<file path="src/rtl/gpio_bus_pkg.sv">
// gpio_bus_pkg: register map, status codes and state types shared by
// masters of the gpioemu register bus.
package gpio_bus_pkg;

    localparam logic [15:0] GPIO_ADDR_A = 16'h00D4;
    localparam logic [15:0] GPIO_ADDR_W = 16'h00E4;
    localparam logic [15:0] GPIO_ADDR_S = 16'h00EC;

    localparam logic [31:0] S_BUSY = 32'h0000_00CC;
    localparam logic [31:0] S_IDLE = 32'h0000_0000;

    localparam int SETUP_CYC   = 1;
    localparam int STROBE_CYC  = 1;
    localparam int SAMPLE_CYC  = 1;
    localparam int XFER_WR_CYC = SETUP_CYC + STROBE_CYC;
    localparam int XFER_RD_CYC = SETUP_CYC + STROBE_CYC + SAMPLE_CYC;

    localparam int WAIT_W = 16;

    typedef enum logic [3:0] {
        ST_IDLE,
        ST_WR_SETUP,
        ST_WR_STB,
        ST_SETTLE,
        ST_P_SETUP,
        ST_P_STB,
        ST_P_SAMP,
        ST_P_GAP,
        ST_R_SETUP,
        ST_R_STB,
        ST_R_SAMP,
        ST_RESP
    } host_state_e;

    typedef enum logic [1:0] {
        XF_IDLE,
        XF_SETUP,
        XF_STROBE,
        XF_SAMPLE
    } xfer_phase_e;

endpackage

</file>
<file path="src/rtl/gpio_prime_host_if.sv">
// gpio_prime_host_if: client request/response channels plus the
// gpioemu register bus, grouped for the host sequencer.
interface gpio_prime_host_if;

    logic        req_valid;
    logic        req_ready;
    logic [31:0] req_n;

    logic        resp_valid;
    logic        resp_ready;
    logic [31:0] resp_data;
    logic        resp_timeout;
    logic        busy;

    logic [15:0] saddress;
    logic        srd;
    logic        swr;
    logic [31:0] sdata_in;
    logic [31:0] sdata_out;

    modport master (
        input  req_valid,
        input  req_n,
        input  resp_ready,
        input  sdata_out,
        output req_ready,
        output resp_valid,
        output resp_data,
        output resp_timeout,
        output busy,
        output saddress,
        output srd,
        output swr,
        output sdata_in
    );

    modport slave (
        output req_valid,
        output req_n,
        output resp_ready,
        output sdata_out,
        input  req_ready,
        input  resp_valid,
        input  resp_data,
        input  resp_timeout,
        input  busy,
        input  saddress,
        input  srd,
        input  swr,
        input  sdata_in
    );

endinterface

</file>
<file path="src/rtl/gpio_bus_xfer.sv">
// gpio_bus_xfer: one setup/strobe(/sample) transaction on the gpioemu bus.
// Address and write data stay latched until the next start.
module gpio_bus_xfer
    import gpio_bus_pkg::*;
(
    input  logic        clk,
    input  logic        n_reset,
    input  logic        start,
    input  logic        rd_nwr,
    input  logic [15:0] addr,
    input  logic [31:0] wdata,
    output logic        done,
    output logic [31:0] rdata,
    output logic [15:0] saddress,
    output logic        srd,
    output logic        swr,
    output logic [31:0] sdata_in,
    input  logic [31:0] sdata_out
);

    xfer_phase_e phase_q;
    xfer_phase_e phase_d;
    logic        rd_q;

    always_comb begin
        phase_d = phase_q;
        unique case (phase_q)
            XF_IDLE:    phase_d = XF_IDLE;
            XF_SETUP:   phase_d = XF_STROBE;
            XF_STROBE:  phase_d = rd_q ? XF_SAMPLE : XF_IDLE;
            XF_SAMPLE:  phase_d = XF_IDLE;
            default:    phase_d = XF_IDLE;
        endcase
        if (start) begin
            phase_d = XF_SETUP;
        end
    end

    always_ff @(posedge clk or negedge n_reset) begin
        if (!n_reset) begin
            phase_q  <= XF_IDLE;
            rd_q     <= 1'b0;
            saddress <= '0;
            sdata_in <= '0;
            srd      <= 1'b0;
            swr      <= 1'b0;
        end else begin
            phase_q <= phase_d;
            // strobe lives exactly in the STROBE phase
            srd <= (phase_q == XF_SETUP) && rd_q;
            swr <= (phase_q == XF_SETUP) && !rd_q;
            if (start) begin
                rd_q     <= rd_nwr;
                saddress <= addr;
                if (!rd_nwr) begin
                    sdata_in <= wdata;
                end
            end
        end
    end

    assign done  = ((phase_q == XF_STROBE) && !rd_q) ||
                   (phase_q == XF_SAMPLE);
    assign rdata = sdata_out;

endmodule

</file>
<file path="src/rtl/gpio_prime_host.sv">
// gpio_prime_host: writes a prime index to gpioemu, polls status until
// the computation ends (or times out) and returns the result word.
module gpio_prime_host
    import gpio_bus_pkg::*;
#(
    parameter logic [15:0] ADDR_A      = GPIO_ADDR_A,
    parameter logic [15:0] ADDR_W      = GPIO_ADDR_W,
    parameter logic [15:0] ADDR_S      = GPIO_ADDR_S,
    parameter logic [31:0] BUSY_CODE   = S_BUSY,
    parameter int          SETTLE_CYC  = 4,
    parameter int          POLL_GAP    = 16,
    parameter int unsigned TIMEOUT_CYC = 1048576
)
(
    input  logic              clk,
    input  logic              n_reset,
    gpio_prime_host_if.master bus
);

    localparam int TMO_W = $clog2(TIMEOUT_CYC + 1);

    host_state_e state_q;
    host_state_e state_d;

    logic [WAIT_W-1:0] wait_q;
    logic [WAIT_W-1:0] wait_d;
    logic [TMO_W-1:0]  tmo_q;
    logic [TMO_W-1:0]  tmo_d;
    logic [TMO_W-1:0]  tmo_inc;
    logic              tmo_expired;

    logic        req_ready_q;
    logic        busy_q;
    logic        resp_valid_q;
    logic [31:0] resp_data_q;
    logic        resp_timeout_q;

    logic        accept;
    logic        capture;
    logic        tmo_hit;

    logic        x_start;
    logic        x_rd;
    logic [15:0] x_addr;
    logic [31:0] x_wdata;
    logic        x_done;
    logic [31:0] x_rdata;

    assign tmo_inc     = (tmo_q == '1) ? tmo_q : tmo_q + 1'b1;
    assign tmo_expired = tmo_q >= TMO_W'(TIMEOUT_CYC);

    always_comb begin
        state_d = state_q;
        wait_d  = '0;
        tmo_d   = '0;
        accept  = 1'b0;
        capture = 1'b0;
        tmo_hit = 1'b0;
        x_start = 1'b0;
        x_rd    = 1'b1;
        x_addr  = ADDR_S;
        x_wdata = bus.req_n;
        unique case (state_q)
            ST_IDLE: begin
                if (bus.req_valid && req_ready_q) begin
                    accept = 1'b1;
                    if (bus.req_n == '0) begin
                        state_d = ST_RESP;
                    end else begin
                        state_d = ST_WR_SETUP;
                        x_start = 1'b1;
                        x_rd    = 1'b0;
                        x_addr  = ADDR_A;
                    end
                end
            end
            ST_WR_SETUP: state_d = ST_WR_STB;
            ST_WR_STB: begin
                if (x_done) begin
                    state_d = ST_SETTLE;
                end
            end
            ST_SETTLE: begin
                if (wait_q == WAIT_W'(SETTLE_CYC - 1)) begin
                    state_d = ST_P_SETUP;
                    x_start = 1'b1;
                end else begin
                    wait_d = wait_q + 1'b1;
                end
            end
            ST_P_SETUP: begin
                tmo_d   = tmo_inc;
                state_d = ST_P_STB;
            end
            ST_P_STB: begin
                tmo_d   = tmo_inc;
                state_d = ST_P_SAMP;
            end
            ST_P_SAMP: begin
                tmo_d = tmo_inc;
                if (x_done) begin
                    if (x_rdata != BUSY_CODE) begin
                        state_d = ST_R_SETUP;
                        x_start = 1'b1;
                        x_addr  = ADDR_W;
                    end else if (tmo_expired) begin
                        state_d = ST_RESP;
                        tmo_hit = 1'b1;
                    end else begin
                        state_d = ST_P_GAP;
                    end
                end
            end
            ST_P_GAP: begin
                tmo_d = tmo_inc;
                // abort only between polls so no strobe is cut short
                if (tmo_expired) begin
                    state_d = ST_RESP;
                    tmo_hit = 1'b1;
                end else if (wait_q == WAIT_W'(POLL_GAP - 1)) begin
                    state_d = ST_P_SETUP;
                    x_start = 1'b1;
                end else begin
                    wait_d = wait_q + 1'b1;
                end
            end
            ST_R_SETUP: state_d = ST_R_STB;
            ST_R_STB:   state_d = ST_R_SAMP;
            ST_R_SAMP: begin
                if (x_done) begin
                    capture = 1'b1;
                    state_d = ST_RESP;
                end
            end
            ST_RESP: begin
                if (bus.resp_ready) begin
                    state_d = ST_IDLE;
                end
            end
            default: state_d = ST_IDLE;
        endcase
    end

    always_ff @(posedge clk or negedge n_reset) begin
        if (!n_reset) begin
            state_q        <= ST_IDLE;
            wait_q         <= '0;
            tmo_q          <= '0;
            req_ready_q    <= 1'b1;
            busy_q         <= 1'b0;
            resp_valid_q   <= 1'b0;
            resp_data_q    <= '0;
            resp_timeout_q <= 1'b0;
        end else begin
            state_q      <= state_d;
            wait_q       <= wait_d;
            tmo_q        <= tmo_d;
            req_ready_q  <= state_d == ST_IDLE;
            busy_q       <= state_d != ST_IDLE;
            resp_valid_q <= state_d == ST_RESP;
            if (accept) begin
                resp_data_q    <= '0;
                resp_timeout_q <= 1'b0;
            end else if (capture) begin
                resp_data_q <= x_rdata;
            end else if (tmo_hit) begin
                resp_timeout_q <= 1'b1;
            end
        end
    end

    gpio_bus_xfer u_xfer (
        .clk       (clk),
        .n_reset   (n_reset),
        .start     (x_start),
        .rd_nwr    (x_rd),
        .addr      (x_addr),
        .wdata     (x_wdata),
        .done      (x_done),
        .rdata     (x_rdata),
        .saddress  (bus.saddress),
        .srd       (bus.srd),
        .swr       (bus.swr),
        .sdata_in  (bus.sdata_in),
        .sdata_out (bus.sdata_out)
    );

    assign bus.req_ready    = req_ready_q;
    assign bus.busy         = busy_q;
    assign bus.resp_valid   = resp_valid_q;
    assign bus.resp_data    = resp_data_q;
    assign bus.resp_timeout = resp_timeout_q;

endmodule

</file>
<file path="src/flat_wrapper.sv">
// flat-port wrapper written by rule: the top's interface ports become plain ports
module gpio_prime_host_flat import gpio_bus_pkg::*;
#(
    parameter logic [15:0] ADDR_A      = GPIO_ADDR_A,
    parameter logic [15:0] ADDR_W      = GPIO_ADDR_W,
    parameter logic [15:0] ADDR_S      = GPIO_ADDR_S,
    parameter logic [31:0] BUSY_CODE   = S_BUSY,
    parameter int          SETTLE_CYC  = 4,
    parameter int          POLL_GAP    = 16,
    parameter int unsigned TIMEOUT_CYC = 1048576
)
  (clk, n_reset, bus_req_valid, bus_req_n, bus_resp_ready, bus_sdata_out, bus_req_ready, bus_resp_valid, bus_resp_data, bus_resp_timeout, bus_busy, bus_saddress, bus_srd, bus_swr, bus_sdata_in);
  gpio_prime_host_if bus_i ();
  input  logic clk;
  input  logic n_reset;
  input wire logic [$bits(bus_i.req_valid)-1:0] bus_req_valid;
  input wire logic [$bits(bus_i.req_n)-1:0] bus_req_n;
  input wire logic [$bits(bus_i.resp_ready)-1:0] bus_resp_ready;
  input wire logic [$bits(bus_i.sdata_out)-1:0] bus_sdata_out;
  output wire logic [$bits(bus_i.req_ready)-1:0] bus_req_ready;
  output wire logic [$bits(bus_i.resp_valid)-1:0] bus_resp_valid;
  output wire logic [$bits(bus_i.resp_data)-1:0] bus_resp_data;
  output wire logic [$bits(bus_i.resp_timeout)-1:0] bus_resp_timeout;
  output wire logic [$bits(bus_i.busy)-1:0] bus_busy;
  output wire logic [$bits(bus_i.saddress)-1:0] bus_saddress;
  output wire logic [$bits(bus_i.srd)-1:0] bus_srd;
  output wire logic [$bits(bus_i.swr)-1:0] bus_swr;
  output wire logic [$bits(bus_i.sdata_in)-1:0] bus_sdata_in;
  assign bus_i.req_valid = bus_req_valid;
  assign bus_i.req_n = bus_req_n;
  assign bus_i.resp_ready = bus_resp_ready;
  assign bus_i.sdata_out = bus_sdata_out;
  assign bus_req_ready = bus_i.req_ready;
  assign bus_resp_valid = bus_i.resp_valid;
  assign bus_resp_data = bus_i.resp_data;
  assign bus_resp_timeout = bus_i.resp_timeout;
  assign bus_busy = bus_i.busy;
  assign bus_saddress = bus_i.saddress;
  assign bus_srd = bus_i.srd;
  assign bus_swr = bus_i.swr;
  assign bus_sdata_in = bus_i.sdata_in;
  gpio_prime_host #(.ADDR_A(ADDR_A), .ADDR_W(ADDR_W), .ADDR_S(ADDR_S), .BUSY_CODE(BUSY_CODE), .SETTLE_CYC(SETTLE_CYC), .POLL_GAP(POLL_GAP), .TIMEOUT_CYC(TIMEOUT_CYC)) u_core (.clk(clk), .n_reset(n_reset), .bus(bus_i));
endmodule
</file>
<file path="config.mk">
export PLATFORM = sky130hd
export DESIGN_NAME = gpio_prime_host_flat
export DESIGN_NICKNAME = d
export VERILOG_FILES = /design/src/rtl/gpio_bus_pkg.sv /design/src/rtl/gpio_prime_host_if.sv /design/src/rtl/gpio_bus_xfer.sv /design/src/rtl/gpio_prime_host.sv /design/src/flat_wrapper.sv
export SDC_FILE = /design/constraint.sdc
export NUM_CORES = 1
export LEC_CHECK = 0
export CORE_MARGIN = 5
export CORE_UTILIZATION = 54
export CTS_CLUSTER_DIAMETER = 80
export DETAILED_ROUTE_END_ITERATION = 8
export PLACE_DENSITY = 0.87
export SLEW_MARGIN = 20
export SYNTH_ARGS = -nofsm -noshare
export SYNTH_HDL_FRONTEND = slang
export SYNTH_HIERARCHICAL = 1
export SYNTH_SLANG_ARGS = --single-unit
</file>
<file path="constraint.sdc">
create_clock -name clk -period 3.7 [get_ports clk]
set_clock_uncertainty 0.05 [all_clocks]
set_input_delay 0.555 -clock clk [delete_from_list [all_inputs] [get_ports clk]]
set_output_delay 0.555 -clock clk [all_outputs]
set_load 0.02 [all_outputs]
</file>
# Word-level counts from Yosys, hierarchy flattened
# Index checks and enable logic that the tools add are counted.
[word_totals]
out_inout_bits = 86
in_bits = 68
ff_bits = 130
wordCells = 106
[op_classes]
n_reduce_logical = 17
n_bitwise = 1
n_eq_ne = 21
order_cmp = 1
addsub = 2
mux = 50
[op_table]
columns = ["operator", "n"]
rows = [
  ["$mux 16", 5],
  ["$mux 32", 2],
  ["$pmux 16 s2", 2],
  ["$mux 4", 12],
  ["$pmux 4 s12", 1],
  ["$mux 21", 2],
  ["$logic_not 32->1", 1],
  ["$ne 32x8->1 const B", 1],
  ["$add 21x1->21 const B", 1],
  ["$eq 21x21->1 const B", 1],
  ["$ge 21x21->1 const B", 1],
  ["$eq 4x4->1 const B", 5],
  ["$mux 1", 20],
  ["$add 16x1->16 const B", 1],
  ["$eq 16x2->1 const B", 1],
  ["$eq 16x4->1 const B", 1],
  ["$eq 4x3->1 const B", 4],
  ["$eq 4x2->1 const B", 2],
  ["$logic_not 4->1", 2],
  ["$mux 6", 1],
  ["$pmux 2 s3", 1],
  ["$eq 2x2->1 const B", 2],
  ["$eq 4x1->1 const B", 1],
  ["$logic_and 1x1->1", 4],
  ["other kinds (15)", 18],
]

# Depth between registers and ports, before layout
# Gate-level depths: netlist of run 1.
[depth]
depth_word = 8
depth_mapped = 11
depth_no_buf = 8

# Hierarchy
# The synthesis of run 1 kept the hierarchy.
[modules_own_cells]
columns = ["mod", "n_inst", "area_per_inst_um2", "seq_area_each_um2", "cells_each"]
rows = [
  ["gpio_prime_host", 1, 3753.6, 1928.1, 365],
  ["gpio_bus_xfer", 1, 2391.0, 1326.3, 154],
]

# Worst setup path before layout of run 1
# OpenSTA, ideal clock, no wires.
[synth_timing]
kind = "in2reg"
startpoint = "in bus_sdata_out[12]"
endpoint = "reg u_core.u_xfer.sdata_in[10]"
path_buffers = 3
stages = 10
path_slack_ps = 1388
t_arrival_ps = 2137
setup_ps = 125
t_required_ps = 3525
path_cell_list = "buf_4 nor4b_1 nand4_1 nor2_1 o21a_1 nand2_1 nor2b_1 buf_6 buf_8 mux2_4"
[synth_via]
elab_chain_cells = 5
[synth_rtl]
columns = ["item", "line_no", "source"]
rows = [
  ["start: declaration", "flat_wrapper.sv:19", "input wire logic [$bits(bus_i.sdata_out)-1:0] bus_sdata_out;"],
  ["$ne 32x8->1", "gpio_prime_host.sv:102", "if (x_rdata != BUSY_CODE) begin"],
  ["$mux 1", "gpio_prime_host.sv:102", ""],
  ["$mux 1", "gpio_prime_host.sv:101", "if (x_done) begin"],
  ["$pmux 1 s4", "gpio_prime_host.sv:63", "unique case (state_q)"],
  ["via u_core.x_start", "gpio_prime_host.sv:42", "logic x_start;"],
  ["$reduce_and 2->1 (no line)", "--", ""],
  ["end signal: assignment", "gpio_bus_xfer.sv:56", "sdata_in <= wdata;"],
  ["end: declaration", "gpio_bus_xfer.sv:17", "output logic [31:0] sdata_in,"],
]
# The timed path passes the listed nets, and every way through them passes these cells.
# A chain may end at the register's enable or synchronous reset.

# Worst setup path after layout of run 1
[layout_timing]
startpoint = "reg u_core.state_q[0]"
endpoint = "reg u_core.u_xfer.sdata_in[0]"
[layout_via]
elab_cells_between_ends = 8
classes_between = "eq/ne: 3; mux: 2; bitwise: 1; reduce/logical: 2"
[layout_rtl]
columns = ["item", "line_no", "source"]
rows = [
  ["start: declaration", "gpio_prime_host.sv:22", "host_state_e state_q;"],
  ["start signal: assignment", "gpio_prime_host.sv:155", "state_q <= state_d;"],
  ["$eq 4x3->1, or another cell as far along", "gpio_prime_host.sv:63", ""],
  ["$pmux 1 s4 (*)", "gpio_prime_host.sv:63", ""],
  ["via u_core.x_start", "gpio_prime_host.sv:42", ""],
  ["$reduce_and 2->1 (no line) (*)", "--", ""],
]
# Mark *: on every way through the listed nets, which the timed path passes. The rest lies on a longest branch.

==> flow_summary_export.csv, run 1 <==
group,metric,value,unit
run_status,status,"completed",
die,start_util,54.5,%
yosys,dominantRegCellSynth,"dfrtp_1",
timing,totalNegativeSetupSlack,0,ps
clock_tree,clock_sinks,130,
yosys,synth_edf_count,0,
yosys,synth_cells,519,
yosys,ys_ff_latch,130,
yosys,yosysSeqAreaShare,53.0,%
worst_setup_path,worstPathCellList,"nor4_1 > and3_1 > o21ai_0 > o21a_1 > nand2_1 > nor2b_4 > buf_12 > mux2_2",
timing,fin_ws,546,ps
clock_tree,cts_resized,0,
finish,final_common_cell,"clkdlybuf4s50_1",
finish,drive_gt1_share,14.7,%
global_routing,antenna_found_initial,0,
timing,period_minus_slack,3150,ps
worst_setup_path,crit_path_end_kind,"flop",
finish,utilization,73.3,%
die,ios,154,
timing,rsz0062_at_grt,"false",
clock_tree,cts_tree,"done",
detailed_routing,wl_per_cell,19.5,um
timing,finalHoldViolCount,0,
power_and_ir_drop,powerDensity,663,mW/mm^2
global_routing,grt_pass1_wl,24400,um
min_path,min_path_type,"in2async",
worst_setup_path,rrSetupSlack,550,ps
global_routing,grt_start_max_net_pins,71,
die,die_w,117,um
worst_setup_path,cp_max_fo,22,
clock_tree,hold_buffers,0,
clock_tree,insertion_delay,410,ps
placed_design,dp_worst_setup_slack,562,ps
yosys,syn_area_per_cell,11.8,sq um
detailed_routing,routed_wl,15800,um
clock_tree,cts.clk_slew.worst_paths,60,ps
detailed_routing,drt_iter0_markers,282,
global_routing,gr-total-overflow,0,
detailed_routing,dr.pass1.iters,5,
detailed_routing,via_count,4682,
worst_setup_path,required,3950,ps
worst_setup_path,r2r-end,"u_core/u_xfer/sdata_in[0]",
timing,relSlewSlack,47.5,%
detailed_routing,route.detailed.drc,0,
worst_setup_path,cp_slowest_stage_delay,500,ps
clock_tree,cts.path.max_buffers,2,
worst_setup_path,cp_slowest_cell,"nor4_1",
clock_tree,post-cts-setup-buffers,0,
clock_tree,cts_inserted_buffers,17,
finish,antennaDiodeCount,0,
finish,fin_nets,728,
timing,setup_violations,0,
timing,fmax,0.317,GHz
global_routing,grt_use_total,23.1,%
placed_design,gp_congestion,0.878,
clock_tree,root_buffer,"clkbuf_16",
yosys,yosys_warnings,6,
die,die_h,117,um
timing,worst_slew_pin_slew,788,ps
finish,final_cell_mix,"clkdlybuf4s50_1 (152), dfrtp_1 (129), nor2_1 (42)",
yosys,syn_area,0.00614,sq mm
global_routing,grt_pass1_vias,4865,
die,core,0.0113,sq mm
timing,post-route-period-util,85.2,%
detailed_routing,postRouteAntennaNets,0,
worst_setup_path,crit_family,"simple AND/OR/NAND/NOR gates",
power_and_ir_drop,ir_drop,0.683,mV
worst_setup_path,critPathLaunchType,"flop",
worst_setup_path,reg2reg_depth,8,
timing,drv_slew,0,
worst_setup_path,crit_buf_inv,1,
yosys,synth.distinct_cells,56,
die,dieArea,0.0136,sq mm
detailed_routing,viasPerCell,5.78,
clock_tree,ctsHtreeMaxLevel,4,
worst_setup_path,cp.arrival,3400,ps
finish,syn_to_final_growth,34.6,%
placed_design,dp_hpwl,10800,um
power_and_ir_drop,power_leakage,3.53,nW
flow_run,cap_violations,0,
placed_design,port_buffers,153,
worst_setup_path,rr_startpoint,"u_core/state_q[0]",
die,rows,39,
worst_setup_path,worstSetupPathType,"reg2reg",
yosys,async_reset_ff_share,100,%
-- logic make-up (layout without fill, tap and decap cells) --
kind of cell / count (synthesis) / after routing / share of synthesized area [%]
other: 2 / 13 / 0.122
AND/OR/NAND/NOR: 158 / 158 / 13.8
adder cells (fa/ha/maj): 6 / 6 / 1.22
flip-flops: 130 / 130 / 53.0
XOR/XNOR: 27 / 27 / 3.85
buffers and inverters: 65 / 202 / 6.98
multiplexers: 50 / 50 / 11.0
AO/OA/AOI/OAI: 81 / 81 / 10.1
-- how the worst max path moves through the flow --
| stage | start | endpoint | slack [ps] | cells after the start |
|---|---|---|---|---|
| 6_report | u_core/state_q[0] | u_core/u_xfer/sdata_in[0] | 550 | 8 |
| 5_1_grt | u_core/state_q[0] | u_core/u_xfer/sdata_in[0] | 490 | 8 |
| 4_1_cts | u_core/state_q[0] | u_core/u_xfer/sdata_in[0] | 660 | 8 |
| 3_5_place_dp | bus_req_n[9] | u_core/u_xfer/sdata_in[2] | 560 | 9 |
| 3_3_place_gp | bus_sdata_out[2] | u_core/u_xfer/sdata_in[22] | 690 | 9 |
| 2_1_floorplan | bus_sdata_out[12] | u_core/u_xfer/sdata_in[10] | 1390 | 10 |
-- where the power goes --
group          leakage (nW)  switching (mW)  internal, mW
combinational          1.48           0.819         0.832
clock                 0.329           0.613          1.29
sequential             1.72           0.214          1.72
-- registers in the layout, summed over array words and instances, names as in the netlist --
register,cells
u_core/bus.busy,1
u_core/bus.req_ready,1
u_core/bus.resp_data,32
u_core/bus.resp_timeout,1
u_core/bus.resp_valid,1
u_core/state_q,4
u_core/tmo_q,21
u_core/u_xfer/phase_q,2
u_core/u_xfer/rd_q,1
u_core/u_xfer/saddress,16
u_core/u_xfer/sdata_in,32
u_core/u_xfer/srd,1
u_core/u_xfer/swr,1
u_core/wait_q,16
-- metrics by stage --
stage | total power [mW] | std cells | hold slack, ps | cell area [sq um]
6_report | 5.49 | 810 | 168 | 8270
5_1_grt | 5.71 | 810 | 242 | 8270
4_1_cts | 5.52 | 810 | 194 | 8270
3_5_place_dp | 3.57 | 778 | 430 | 7590
3_3_place_gp | 3.51 | 778 | 424 | 7590
2_1_floorplan | 2.81 | 530 | 209 | 6190
-- routing by layer --
metal  share of wire (%)  GRT usage (%)  vias to the layer above
li1                    -              -                     2114
met3                 8.1           6.63                       29
met1                  37           26.8                     2328
met2                  52           40.6                      211
met4                 2.2           8.94                        0
met5                   0              0                        -
-- worst register-to-register path: cells and delay by family, from the launching register on --
family,cells,cell delay [ps]
AO/OA/AOI/OAI,2,440
AND/OR/NAND/NOR,4,1430
multiplexers,1,360
flip-flops,1,490
buffers and inverters,1,280
-- final cells by class --
class                           instances  area [sq um]
Clock buffer                           20           447
Clock inverter                         12           229
Fill cell                             707          3000
Inverter                               10          37.5
Multi-Input combinational cell        335          2510
Sequential cell                       130          3250
Tap cell                              143           179
Timing Repair Buffer                  160          1610
-- cell usage after synthesis, types with 8 or more instances --
cell,n,share of area [%]
nand4_1,12,1.2
nand3_1,13,1.1
o21ai_0,10,0.81
a22o_1,33,4.7
nand2_1,22,1.3
clkbuf_1,9,0.55
buf_4,32,3.9
xor2_1,11,1.6
nor3_1,8,0.65
inv_1,10,0.61
mux2_2,19,3.5
xnor2_1,16,2.3
nor2_1,44,2.7
nor4_1,20,2.0
dfrtp_1,129,53
a21oi_1,8,0.65
mux2_4,30,7.3
Power figures use the tool's default switching activity.
==> run 2, diff against run 1 <==
Settings changed: CORE_UTILIZATION 54 to 50, HOLD_SLACK_MARGIN set to 0.03, PLACE_DENSITY 0.87 to 0.81.
Clock period 3.7 ns to 3.3 ns, I/O delays scaled along.
==> run 2 against run 1 <==
Compared with the run above: final cell count increased by 0.49%; total power up 7.1%; critical path depth unchanged; fmax rose by 8.9%; sequential power grew 12%; register-to-register slack got worse by 140 ps; setup slack worse by 140 ps; die area grew 7.3%; via count is 3.7% lower; combinational power is 11% higher; critical path type unchanged; largest power group unchanged.
==> flow_summary_export.csv, run 2 (synthesis results as in run 1) <==
group,metric,value,unit
die,die_w,121,um
die,rows,40,
timing,setup_violations,0,
power_and_ir_drop,combPwrFrac,31.1,%
global_routing,met2_usage,34.5,%
detailed_routing,route.detailed.drc,0,
die,ios,154,
die,start_util,51.2,%
placed_design,gp_congestion,0.853,
finish,final_cell_mix,"clkdlybuf4s50_1 (152), dfrtp_1 (129), nor2_1 (42)",
timing,totalNegativeSetupSlack,0,ps
die,die_h,121,um
worst_setup_path,worstSetupPathType,"reg2reg",
worst_setup_path,critPathLaunchType,"flop",
timing,fin_ws,405,ps
run_status,status,"completed",
die,core,0.0120,sq mm
timing,relSlewSlack,50.6,%
detailed_routing,via_count,4510,
worst_setup_path,cp.arrival,3150,ps
clock_tree,cts.clk_slew.worst_paths,50,ps
global_routing,grt_pass1_wl,23900,um
finish,drive_gt1_share,14.8,%
power_and_ir_drop,ir_drop,0.547,mV
power_and_ir_drop,powerDensity,715,mW/mm^2
worst_setup_path,rrSetupSlack,400,ps
worst_setup_path,rr_startpoint,"u_core/state_q[0]",
clock_tree,post-cts-setup-buffers,0,
clock_tree,clock_sinks,130,
worst_setup_path,crit_path_end_kind,"flop",
power_and_ir_drop,p_clk_share,32.0,%
timing,period_minus_slack,2900,ps
finish,final_common_cell,"clkdlybuf4s50_1",
worst_setup_path,cp_slowest_stage_delay,470,ps
placed_design,port_buffers,153,
worst_setup_path,cp_slowest_cell,"dfrtp_1",
worst_setup_path,required,3550,ps
clock_tree,insertion_delay,420,ps
global_routing,grt_start_max_net_pins,59,
timing,finalHoldViolCount,0,
die,dieArea,0.0146,sq mm
worst_setup_path,worstPathCellList,"nor4_1 > and3_1 > o21ai_0 > o21a_1 > nand2_1 > nor2b_4 > buf_12 > mux2_2",
placed_design,dp_hpwl,10400,um
finish,fin_nets,732,
worst_setup_path,r2r-end,"u_core/u_xfer/sdata_in[31]",
global_routing,grt_use_total,20.9,%
global_routing,met3_usage,7.37,%
detailed_routing,routed_wl,14800,um
global_routing,grt_pass1_vias,4791,
timing,post-route-period-util,87.7,%
detailed_routing,postRouteAntennaNets,0,
power_and_ir_drop,seqPwrFrac,36.9,%
detailed_routing,wl_per_cell,18.1,um
power_and_ir_drop,swShare,30.0,%
finish,syn_to_final_growth,33.7,%
worst_setup_path,cp_max_fo,22,
clock_tree,cts_tree,"done",
global_routing,gr-total-overflow,0,
global_routing,antenna_found_initial,0,
clock_tree,root_buffer,"clkbuf_16",
worst_setup_path,reg2reg_depth,8,
detailed_routing,drt_iter0_markers,348,
clock_tree,cts_inserted_buffers,17,
timing,fmax,0.345,GHz
clock_tree,cts_resized,0,
clock_tree,hold_buffers,0,
power_and_ir_drop,power_leakage,3.51,nW
placed_design,place_area,0.00761,sq mm
detailed_routing,dr.pass1.iters,5,
min_path,min_path_type,"in2async",
finish,stdcell_area,0.00822,sq mm
flow_run,cap_violations,0,
power_and_ir_drop,p_switching,1.76,mW
detailed_routing,viasPerCell,5.54,
placed_design,dp_worst_setup_slack,79.0,ps
finish,fill_cells,835,
timing,drv_slew,0,
global_routing,grtUsageMet1,24.9,%
finish,antennaDiodeCount,0,
clock_tree,ctsHtreeMaxLevel,4,
clock_tree,cts.path.max_buffers,2,
global_routing,grt-busiest-layer,"met2",
timing,rsz0062_at_grt,"false",
power_and_ir_drop,power.internal,4.11,mW
timing,worst_slew_pin_slew,741,ps
-- run 2: changes by cell type in the layout (fill, tap and decap cells not counted), sizes merged --
cell,change
clkbuf,+2
clkinv,-2
inv,-1
buf,+4
bufinv,-3
-- run 2: area by class of cell --
type                       instances  area (sq um)  share of cell area, %
sequential                       130          3250                   39.6
multi-input combinational        335          2510                   30.6
timing repair buffer             164          1640                   19.9
clock buffer                      22           484                   5.89
tap                              147           184                   2.24
clock inverter                     6           105                   1.28
inverter                          10          37.5                  0.457
-- run 2: worst max-delay path, delay by kind of cell, from the launching register on --
family	cells	cell delay, ps
AND/OR/NAND/NOR	4	1310
flip-flops	1	470
multiplexers	1	360
AO/OA/AOI/OAI	2	300
buffers and inverters	1	260
-- run 2: per-stage QoR --
stage	power (mW)	std cells	hold slack (ps)	utilization (%)
after CTS	5.93	813	116	68.2
after detailed placement	4.00	785	430	63.3
final	5.87	814	103	68.4
after global routing	6.17	814	156	68.4
after floorplan	3.15	530	149	-
after global placement	3.95	785	423	63.3
-- run 2: power groups by stage --
stage | combinational [mW] | sequential, mW | clock [mW]
after detailed placement | 1.82 | 2.18 | 0
after CTS | 1.84 | 2.17 | 1.92
after floorplan | 0.674 | 2.47 | 0
after global placement | 1.79 | 2.16 | 0
final | 1.83 | 2.17 | 1.88
after global routing | 1.95 | 2.22 | 2.00
-- run 2: how the worst max path moves through the flow --
stage | startpoint | to | slack (ps) | cells after the start
5_1_grt | u_core/state_q[0] | u_core/u_xfer/sdata_in[31] | 260 | 8
4_1_cts | u_core/state_q[0] | u_core/u_xfer/sdata_in[0] | 50 | 7
3_5_place_dp | bus_req_n[28] | u_core/u_xfer/sdata_in[0] | 80 | 8
6_report | u_core/state_q[0] | u_core/u_xfer/sdata_in[31] | 400 | 8
2_1_floorplan | bus_sdata_out[12] | u_core/u_xfer/sdata_in[10] | 1050 | 10
3_3_place_gp | bus_req_n[16] | u_core/u_xfer/sdata_in[0] | 180 | 8
-- run 2: metal layers --
metal	wire [um]	vias to the layer above	part of all wire, %
met5	0	-	0
met4	271	0	1.8
met3	1050	20	7.1
met2	7450	162	50
met1	5990	2213	41
li1	-	2115	-
